## src/rtl/lw_sha_pkg.sv

```systemverilog
// ------------------------------------------------------------------
// lw_sha_pkg: shared types and constants for the SHA-224/256 padder.
// Revision 1.0
// ------------------------------------------------------------------
`default_nettype none

package lw_sha_pkg;

  localparam int                WORD_W       = 32;
  localparam logic [7:0]        PAD_BYTE     = 8'h80;
  localparam logic [WORD_W-1:0] MARK_WORD    = {PAD_BYTE, 24'h000000};
  // Last block index that may carry a zero word before the length pair
  localparam logic [3:0]        LAST_ZERO_IDX = 4'd13;

  typedef enum logic [2:0] {
    ST_IDLE      = 3'd0,
    ST_DATA      = 3'd1,
    ST_MARK      = 3'd2,
    ST_ZERO      = 3'd3,
    ST_LEN_HI    = 3'd4,
    ST_LEN_LO    = 3'd5,
    ST_WAIT_DONE = 3'd6
  } state_e;

endpackage

`default_nettype wire

```

## src/rtl/lw_sha_pad_word.sv

```systemverilog
// ------------------------------------------------------------------
// lw_sha_pad_word: masks the unused tail bytes of a final word and inserts
// the 0x80 marker after the last valid byte.  Revision 1.0
// ------------------------------------------------------------------
`default_nettype none

module lw_sha_pad_word
  import lw_sha_pkg::*;
(
  input  logic [WORD_W-1:0] word_i,
  input  logic [2:0]        k_i,
  output logic [WORD_W-1:0] word_o
);

  always_comb begin
    word_o = word_i;
    case (k_i)
      3'd0:    word_o = MARK_WORD;
      3'd1:    word_o = {word_i[31:24], PAD_BYTE, 16'h0000};
      3'd2:    word_o = {word_i[31:16], PAD_BYTE, 8'h00};
      3'd3:    word_o = {word_i[31:8],  PAD_BYTE};
      default: word_o = word_i;
    endcase
  end

endmodule

`default_nettype wire

```

## src/rtl/lw_sha_padder.sv

```systemverilog
// ------------------------------------------------------------------
// lw_sha_padder: SHA-224/256 message padder feeding a word-stream hash core.
// Optional abort ports: define LW_SHA_PAD_ABORT_EN.  Revision 1.0
// ------------------------------------------------------------------
`default_nettype none

module lw_sha_padder
  import lw_sha_pkg::*;
(
  input  logic              clk_i,
  input  logic              aresetn_i,
  input  logic              opcode_i,
  input  logic              msg_valid_i,
  output logic              msg_ready_o,
  input  logic [WORD_W-1:0] msg_data_i,
  input  logic              msg_last_i,
  input  logic [2:0]        msg_bytes_i,
  output logic              start_o,
  output logic              data_valid_o,
  output logic              last_o,
  output logic [WORD_W-1:0] data_o,
  output logic              opcode_o,
  input  logic              core_ready_i,
  input  logic              word_ready_i,
  input  logic              done_i
`ifdef LW_SHA_PAD_ABORT_EN
  ,
  input  logic              abort_i,
  output logic              abort_o
`endif
);

  state_e            state_q, state_d;
  logic              hold_vld_q, hold_vld_d;
  logic [WORD_W-1:0] hold_data_q, hold_data_d;
  logic              hold_first_q, hold_first_d;
  logic              hold_fin_q, hold_fin_d;
  logic              hold_k4_q, hold_k4_d;
  logic              got_last_q, got_last_d;
  logic [63:0]       len_q, len_d;
  logic [3:0]        idx_q, idx_d;
  logic              opcode_q, opcode_d;

  logic              clr;
  logic              core_xfer;
  logic              up_xfer;
  logic [2:0]        k;
  logic [WORD_W-1:0] padded;
  logic              unused_core_ready;

  assign unused_core_ready = core_ready_i;

`ifdef LW_SHA_PAD_ABORT_EN
  assign clr     = !aresetn_i || abort_i;
  assign abort_o = abort_i;
`else
  assign clr     = !aresetn_i;
`endif

  assign k         = msg_last_i ? msg_bytes_i : 3'd4;
  assign core_xfer = data_valid_o && word_ready_i;
  assign up_xfer   = msg_valid_i && msg_ready_o;

  assign msg_ready_o = !clr && ((state_q == ST_IDLE) || (state_q == ST_DATA)) &&
                       (!hold_vld_q || core_xfer) && !got_last_q;
  assign start_o     = data_valid_o && hold_first_q && (state_q == ST_DATA);
  assign opcode_o    = opcode_q;

  lw_sha_pad_word u_pad (
    .word_i (msg_data_i),
    .k_i    (k),
    .word_o (padded)
  );

  always_comb begin
    data_valid_o = 1'b0;
    data_o       = '0;
    last_o       = 1'b0;
    case (state_q)
      ST_DATA: begin
        data_valid_o = hold_vld_q;
        data_o       = hold_data_q;
      end
      ST_MARK: begin
        data_valid_o = 1'b1;
        data_o       = MARK_WORD;
      end
      ST_ZERO: data_valid_o = 1'b1;
      ST_LEN_HI: begin
        data_valid_o = 1'b1;
        data_o       = len_q[63:32];
        last_o       = 1'b1;
      end
      ST_LEN_LO: begin
        data_valid_o = 1'b1;
        data_o       = len_q[31:0];
        last_o       = 1'b1;
      end
      default: ;
    endcase
  end

  always_comb begin
    state_d      = state_q;
    hold_vld_d   = hold_vld_q;
    hold_data_d  = hold_data_q;
    hold_first_d = hold_first_q;
    hold_fin_d   = hold_fin_q;
    hold_k4_d    = hold_k4_q;
    got_last_d   = got_last_q;
    len_d        = len_q;
    idx_d        = idx_q;
    opcode_d     = opcode_q;

    if (core_xfer) begin
      idx_d = idx_q + 4'd1;
      case (state_q)
        ST_DATA: begin
          hold_vld_d   = 1'b0;
          hold_first_d = 1'b0;
          // A final word with k<4 already carries the marker at this index
          if (hold_fin_q) begin
            if (hold_k4_q)                   state_d = ST_MARK;
            else if (idx_q == LAST_ZERO_IDX) state_d = ST_LEN_HI;
            else                             state_d = ST_ZERO;
          end
        end
        ST_MARK:   state_d = (idx_q == LAST_ZERO_IDX) ? ST_LEN_HI : ST_ZERO;
        ST_ZERO:   if (idx_q == LAST_ZERO_IDX) state_d = ST_LEN_HI;
        ST_LEN_HI: state_d = ST_LEN_LO;
        ST_LEN_LO: state_d = ST_WAIT_DONE;
        default: ;
      endcase
    end

    // Same-cycle reload after a core transfer keeps the stream bubble-free
    if (up_xfer) begin
      hold_vld_d   = 1'b1;
      hold_data_d  = padded;
      hold_first_d = (state_q == ST_IDLE);
      hold_fin_d   = msg_last_i;
      hold_k4_d    = (msg_bytes_i == 3'd4);
      got_last_d   = msg_last_i;
      len_d        = len_q + {58'd0, k, 3'd0};
      if (state_q == ST_IDLE) begin
        state_d  = ST_DATA;
        opcode_d = opcode_i;
      end
    end

    if ((state_q == ST_WAIT_DONE) && done_i) begin
      state_d    = ST_IDLE;
      idx_d      = '0;
      len_d      = '0;
      got_last_d = 1'b0;
    end
  end

  always_ff @(posedge clk_i) begin
    if (clr) begin
      state_q      <= ST_IDLE;
      hold_vld_q   <= 1'b0;
      hold_data_q  <= '0;
      hold_first_q <= 1'b0;
      hold_fin_q   <= 1'b0;
      hold_k4_q    <= 1'b0;
      got_last_q   <= 1'b0;
      len_q        <= '0;
      idx_q        <= '0;
      opcode_q     <= 1'b0;
    end else begin
      state_q      <= state_d;
      hold_vld_q   <= hold_vld_d;
      hold_data_q  <= hold_data_d;
      hold_first_q <= hold_first_d;
      hold_fin_q   <= hold_fin_d;
      hold_k4_q    <= hold_k4_d;
      got_last_q   <= got_last_d;
      len_q        <= len_d;
      idx_q        <= idx_d;
      opcode_q     <= opcode_d;
    end
  end

endmodule

`default_nettype wire

```

## config.mk

```make
export PLATFORM = sky130hd
export DESIGN_NAME = lw_sha_padder
export DESIGN_NICKNAME = d
export VERILOG_FILES = /design/src/rtl/lw_sha_pkg.sv /design/src/rtl/lw_sha_pad_word.sv /design/src/rtl/lw_sha_padder.sv
export SDC_FILE = /design/constraint.sdc
export NUM_CORES = 1
export LEC_CHECK = 0
export ABC_AREA = 1
export CAP_MARGIN = 20
export CORE_MARGIN = 2
export CORE_UTILIZATION = 35
export CTS_CLUSTER_SIZE = 40
export DETAILED_ROUTE_END_ITERATION = 7
export GPL_TIMING_DRIVEN = 0
export PLACE_DENSITY = 0.54
export RECOVER_POWER = 25
export SLEW_MARGIN = 20
export SYNTH_ARGS = -nofsm -noshare
export SYNTH_HDL_FRONTEND = slang
export SYNTH_SLANG_ARGS = --single-unit
```

## constraint.sdc

```tcl
create_clock -name clk_i -period 5.3 [get_ports clk_i]
set_input_delay 1.06 -clock clk_i [delete_from_list [all_inputs] [get_ports clk_i]]
set_output_delay 1.06 -clock clk_i [all_outputs]
set_load 0.005 [all_outputs]
```

* Yosys cells after proc, flatten, opt, wreduce, memory -nomap -nowiden
Index checks and enable logic that the tools add are counted.
Widths: inputs -> output; s select.
** Storage, ports and cells
- Flip-flop bits (word level) :: 109
- Bits of input ports :: 43
- Output and inout bits :: 37
- Logic and storage cells :: 62
** Operators by class
- $add $sub $neg :: 2
- Equal/unequal tests :: 11
- Muxes and demuxes :: 17
- Bitwise gates (word level) :: 1
- Reduce and logical (&&, ||, !) cells :: 21
** Operators with widths (number)
- $pmux 32 s4 :: 2
- $add 64x6->64 :: 1
- $mux 3 :: 8
- $pmux 3 s5 :: 1
- $eq 3x2->1 const B :: 4
- $eq 3x3->1 const B :: 4
- $logic_and 1x1->1 :: 8
- $eq 3x1->1 const B :: 2
- $logic_not 3->1 :: 2
- $mux 1 :: 5
- $add 4x1->4 const B :: 1
- $eq 4x4->1 const B :: 1
- $reduce_and 2->1 :: 2
- $reduce_bool 2->1 :: 2
- $reduce_or 2->1 :: 2
- $reduce_or 4->1 :: 1
- $logic_not 1->1 :: 2
- $logic_or 1x1->1 :: 2
- $pmux 1 s2 :: 1
- $not 1->1 :: 1

* Depth between registers and ports, before layout
Gate-level depths: netlist of the first run.
- Depth after elaboration :: 10
- Gate-level depth with buffers :: 16
- Mapped depth without buffers :: 15

* Hierarchy
From an unflattened synthesis of the first run, not the netlist that was laid out.
** Unflattened totals
- Cells, all modules :: 1099
- Area total of the unflattened synthesis :: 6648.9 um^2
** Modules (own cells, without submodules)
- lw_sha_padder :: instances 1, cells each 1029, area each 6333.6 um^2, sequential area each 2122.0 um^2
- lw_sha_pad_word :: instances 1, cells each 70, area each 315.3 um^2, sequential area each 0.0 um^2

* Least setup slack after synthesis of the first run
Ideal clock, no wire load.
- Kind :: input to register
- From :: in msg_bytes_i[2]
- To :: reg len_q[63]
- Library setup time :: 0.132 ns
- Arrival time :: 2.765 ns
- Required time :: 5.168 ns
- Slack :: 2.403 ns
- Stages :: 14
- Path buffers :: 2
- Cells stage by stage :: inv_1 -> nand2_1 -> clkbuf_1 -> ha_1 -> buf_2 -> nand3_1 -> nand2_1 -> inv_1 -> nor2_1 -> nand2_1 -> o21ai_0 -> nand2_1 -> nand2_1 -> a21oi_1
** Between the ends
- Word-level cells in the longest chain between the ends :: 2
** RTL lines
- start, declared :: line lw_sha_padder.sv:17 : input logic [2:0] msg_bytes_i,
- $mux 3 :: line lw_sha_padder.sv:60 : assign k = msg_last_i ? msg_bytes_i : 3'd4;
- $add 64x6->64 :: line lw_sha_padder.sv:144 : len_d = len_q + {58'd0, k, 3'd0};
- end signal, assigned :: line lw_sha_padder.sv:179 : len_q <= len_d;
- end, declared :: line lw_sha_padder.sv:40 : logic [63:0] len_q, len_d;
No other way between the ends.
A chain may end at the register's enable or synchronous reset.

* Worst setup path after layout of the first run
- From :: in aresetn_i
- To :: out msg_ready_o
** Between the ends
- Word-level cells in the longest chain between the ends :: 3
** RTL lines
- start, declared :: line lw_sha_padder.sv:11 : input logic aresetn_i,
- $logic_and 1x1->1 (2 in series) :: line lw_sha_padder.sv:64 : assign msg_ready_o = !clr && ((state_q == ST_IDLE) || (state_q == ST_DATA)) &&
- $logic_and 1x1->1 :: line lw_sha_padder.sv:65 : (!hold_vld_q || core_xfer) && !got_last_q;
- end, declared :: line lw_sha_padder.sv:14 : output logic msg_ready_o,
No other way between the ends.

==> impl_results.md, run 1 <==
* Outcome: finished clean
* Placed Area at 0.00803 mm^2
* Critical Path Sink Type: output port
* DR vias/cell at roughly 5.0
* Drt initial violations at 714
* F_max at 231 MHz
* # port buffers at 77
* First-pass GRT wire length at 41,100 um
* Design Area, Final at around 0.0083 mm^2
* Row cnt at 51
* CP Buf/Inv Count at 5
* Yosys warns at 0
* Final worst slack at about 970 ps
* Non-filler cells in the finished layout at 1,555
* Max Buffers Root-to-Sink at 2
* RSZ-0062 raised after global routing: false
* Worst Skew at 12.9 ps
* # H-tree levels at 3
* CP arrival at 3270 ps
* Net count after synthesis at 1,246
* FF-to-FF End: len_q[3]
* Mapped cell area at 0.00693 mm^2
* Crit Path Max Fanout at 10
* Fill cell count at between 2,000 and 2,500
* WHS Endpoint: got_last_q
* Gr usage total at 0.267
* CP Cell Sequence: dlygate4sd3_1, inv_1, nor4_1, clkbuf_1, nand2_1, inv_1, clkdlybuf4s50_1
* Setup CP Type: input pin to output port
* Setup slack, reg-to-reg at 2680 ps
* Post-Place Worst Slack at 1140 ps
* Vias post-DR at roughly 7,700
* Top post-synthesis cells by area: dfxtp_1 31%, nand2_1 28%, nor2_1 8.9%
* Final GP Congestion at 1.00
* Worst r2r path cells at 12
* Most common cell after layout, fill and taps aside: nand2_1
* CP max stage cell: dlygate4sd3_1
* WHS Path Cells at 2
* Total die area at about 0.021 mm^2
* Worst endpoint required time at 4240 ps
* Seq/Total Area, Yosys at 0.306
* Largest net degree at the start of global routing at 21
* Syn Inst Count at 1,197
* Final wirelength at 27,000 um
* # hold bufs at CTS at 0
* Power Density at about 220 mW/mm^2
* Slew Limit Headroom at 0.463
* Vias in the first global route at 7,071
* Drt wl/cell at roughly 17 um
* CP dominant cell by count: inv_1
* CTS clk-pin slew, worst paths at 80 ps
* Final Util at 0.427
* Most frequent cells in the layout: 510 x nand2_1, 165 x nor2_1, 121 x inv_1, 106 x dfxtp_1, 75 x clkdlybuf4s50_1
* Max Slew Vio Count at 0
* Cts repair resizes at 0
* Total gr overflow at 0
* Share of layout cells above drive strength 1 at 0.0318
* Post-CTS setup buffer count at 0
* Effective utilization at floorplan at 0.356
* CTS tree: done
* Hold_ws at ~460 ps
* Worst Hold Launch: got_last_q
* Initial antenna violation count at 0
* Ant. Diodes at 0
* CTS Buf Count at 9
* Synthesis-to-finish area growth at 20.0%
* Hold Crit Class: flip-flop to flip-flop
* Worst Tran Pin Value at 805 ps
* Cells after DPL at 1,539
* Total Power at about 1.8 mW
* Nets at 1,334
* Yosys top cell by area: dfxtp_1
* Dpl hpwl at between 20,000 and 25,000 um
* CP Launch Type: input pin
* CTS sink cnt at between 100 and 150
* Root Buffer: clkbuf_16
* Post-route DRC at 0
* ANT nets after route at 0
* Final Hold Vio Count at 0
* Final worst-path cycle share at 0.817
* Post-synthesis area per instance at 5.79 um^2
* Final setup viols at 0
* VDD IR max at 188 uV
* Clock insertion delay at the later pin of the skew report at 370 ps
* Core area at just under 0.02 mm^2
* Yosys cell types at 32
* FFs w/ async S/R, synth at 0
* First-pass DRT Iterations at 6
* CP top delay family: buffers and inverters
* Fin Setup TNS at 0 ps
* Reg2reg start: state_q[1]
* Clock period minus worst slack at 4330 ps
* Leak Pwr at roughly 3.1 nW
* CP max stage delay at 570 ps
* Number of synthesized register bits at 106
* Top_reg_cell synth: dfxtp_1
* DIE HEIGHT at 145 um
* Die W at 145 um
* Maxcap violations at 0
* Top cell type's share of synthesized area at 0.306
* Io pins at 80
* EDFF count, synth at 0
state kept, by name, indices dropped and copies added, names as in the netlist:
register / flops
hold_first_q: 1
opcode_o: 1
hold_fin_q: 1
hold_k4_q: 1
hold_vld_q: 1
got_last_q: 1
idx_q: 4
state_q: 3
hold_data_q: 32
len_q: 61
final cells by class:
| cell class | count | area, um^2 | area share |
|---|---|---|---|
| buffer | 46 | 224 | 0.0269 |
| clock buffer | 10 | 239 | 0.0287 |
| clock inverter | 6 | 62.6 | 0.00752 |
| inverter | 126 | 473 | 0.0569 |
| multi-input combinational | 919 | 4090 | 0.492 |
| sequential | 106 | 2120 | 0.255 |
| tap | 265 | 332 | 0.0399 |
| timing repair buffer | 77 | 771 | 0.0927 |
how the worst max path moves through the flow:
| stage | from | endpoint | depth (start not counted) |
|---|---|---|---|
| 3_5_place_dp | aresetn_i | msg_ready_o | 7 |
| 6_report | aresetn_i | msg_ready_o | 7 |
| 2_1_floorplan | msg_bytes_i[2] | len_q[63] | 14 |
| 5_1_grt | aresetn_i | msg_ready_o | 7 |
| 4_1_cts | aresetn_i | msg_ready_o | 7 |
| 3_3_place_gp | aresetn_i | msg_ready_o | 7 |
tightest hold or removal path, delay by kind of cell, from the launching register on:
family,cells,cell delay [ps]
AO/OA/AOI/OAI,1,50
flip-flops,1,320
buffers and inverters,1,50
power by group:
| group | switching, mW | internal, mW | leakage, nW |
|---|---|---|---|
| Clock | 0.371 | 0.349 | 0.151 |
| Sequential | 0.0109 | 0.823 | 0.860 |
| Combinational | 0.171 | 0.0991 | 2.08 |
cells in the mapped netlist (2+ instances only):
| master | n |
|---|---|
| o21ai_0 | 18 |
| a31oi_1 | 2 |
| nand2_1 | 510 |
| xor2_1 | 23 |
| buf_2 | 9 |
| ha_1 | 5 |
| nand4_1 | 27 |
| xnor2_1 | 3 |
| nand3_1 | 43 |
| clkbuf_1 | 19 |
| inv_2 | 6 |
| o21ai_1 | 2 |
| o22ai_1 | 4 |
| dfxtp_1 | 106 |
| buf_1 | 3 |
| nand3_2 | 2 |
| o211ai_1 | 2 |
| nor3_1 | 4 |
| inv_1 | 120 |
| and2_1 | 2 |
| o221ai_1 | 26 |
| buf_4 | 14 |
| a21oi_1 | 74 |
| nor2_1 | 165 |
layer usage:
| metal | track usage | part of all wire | vias up |
|---|---|---|---|
| met1 | 0.376 | 0.48 | 3469 |
| met3 | 0.0540 | 0.065 | 36 |
| met2 | 0.416 | 0.44 | 276 |
| li1 | - | - | 3932 |
| met5 | 0 | 0 | - |
| met4 | 0.0705 | 0.024 | 0 |
cell families (layout without fill, tap and decap cells):
family | Yosys count | in the layout | synth area share
compound gates | 131 | 131 | 0.112
buf+inv | 172 | 265 | 0.103
flops | 106 | 106 | 0.306
xor+xnor | 26 | 26 | 0.0329
fa+ha+maj | 6 | 6 | 0.0119
simple gates | 756 | 756 | 0.434
Note: power is estimated with default switching activity, not from simulation.
==> run 2, diff against run 1 <==
==> constraint.sdc (replaced) <==
create_clock -name clk_i -period 4.45 [get_ports clk_i]
set_input_delay 0.89 -clock clk_i [delete_from_list [all_inputs] [get_ports clk_i]]
set_output_delay 0.89 -clock clk_i [all_outputs]
set_load 0.005 [all_outputs]
==> results of run 2 <==
The final DEF is identical to that of run 1. Status: finished clean.
Among the figures that moved: setup slack after placement 1140 ps -> 467 ps; setup slack after layout 968 ps -> 458 ps; register-to-register setup slack 2680 ps -> 1830 ps; total power 1.82 mW -> 2.17 mW; worst IR drop on VDD 188 uV -> 224 uV
==> run 3, diff against run 2 <==
--- a/config.mk
+++ b/config.mk
@@ -9,7 +9,8 @@
 export CAP_MARGIN = 20
 export CORE_MARGIN = 2
 export CORE_UTILIZATION = 35
-export CTS_CLUSTER_SIZE = 40
+export CTS_CLUSTER_DIAMETER = 80
+export CTS_CLUSTER_SIZE = 28
 export DETAILED_ROUTE_END_ITERATION = 7
 export GPL_TIMING_DRIVEN = 0
 export PLACE_DENSITY = 0.54
==> results of run 3 <==
The final DEF is identical to that of run 1. Status: finished clean.
Among the figures that moved: setup slack after placement 1140 ps -> 467 ps; setup slack after layout 968 ps -> 458 ps; register-to-register setup slack 2680 ps -> 1830 ps; total power 1.82 mW -> 2.17 mW; worst IR drop on VDD 188 uV -> 224 uV
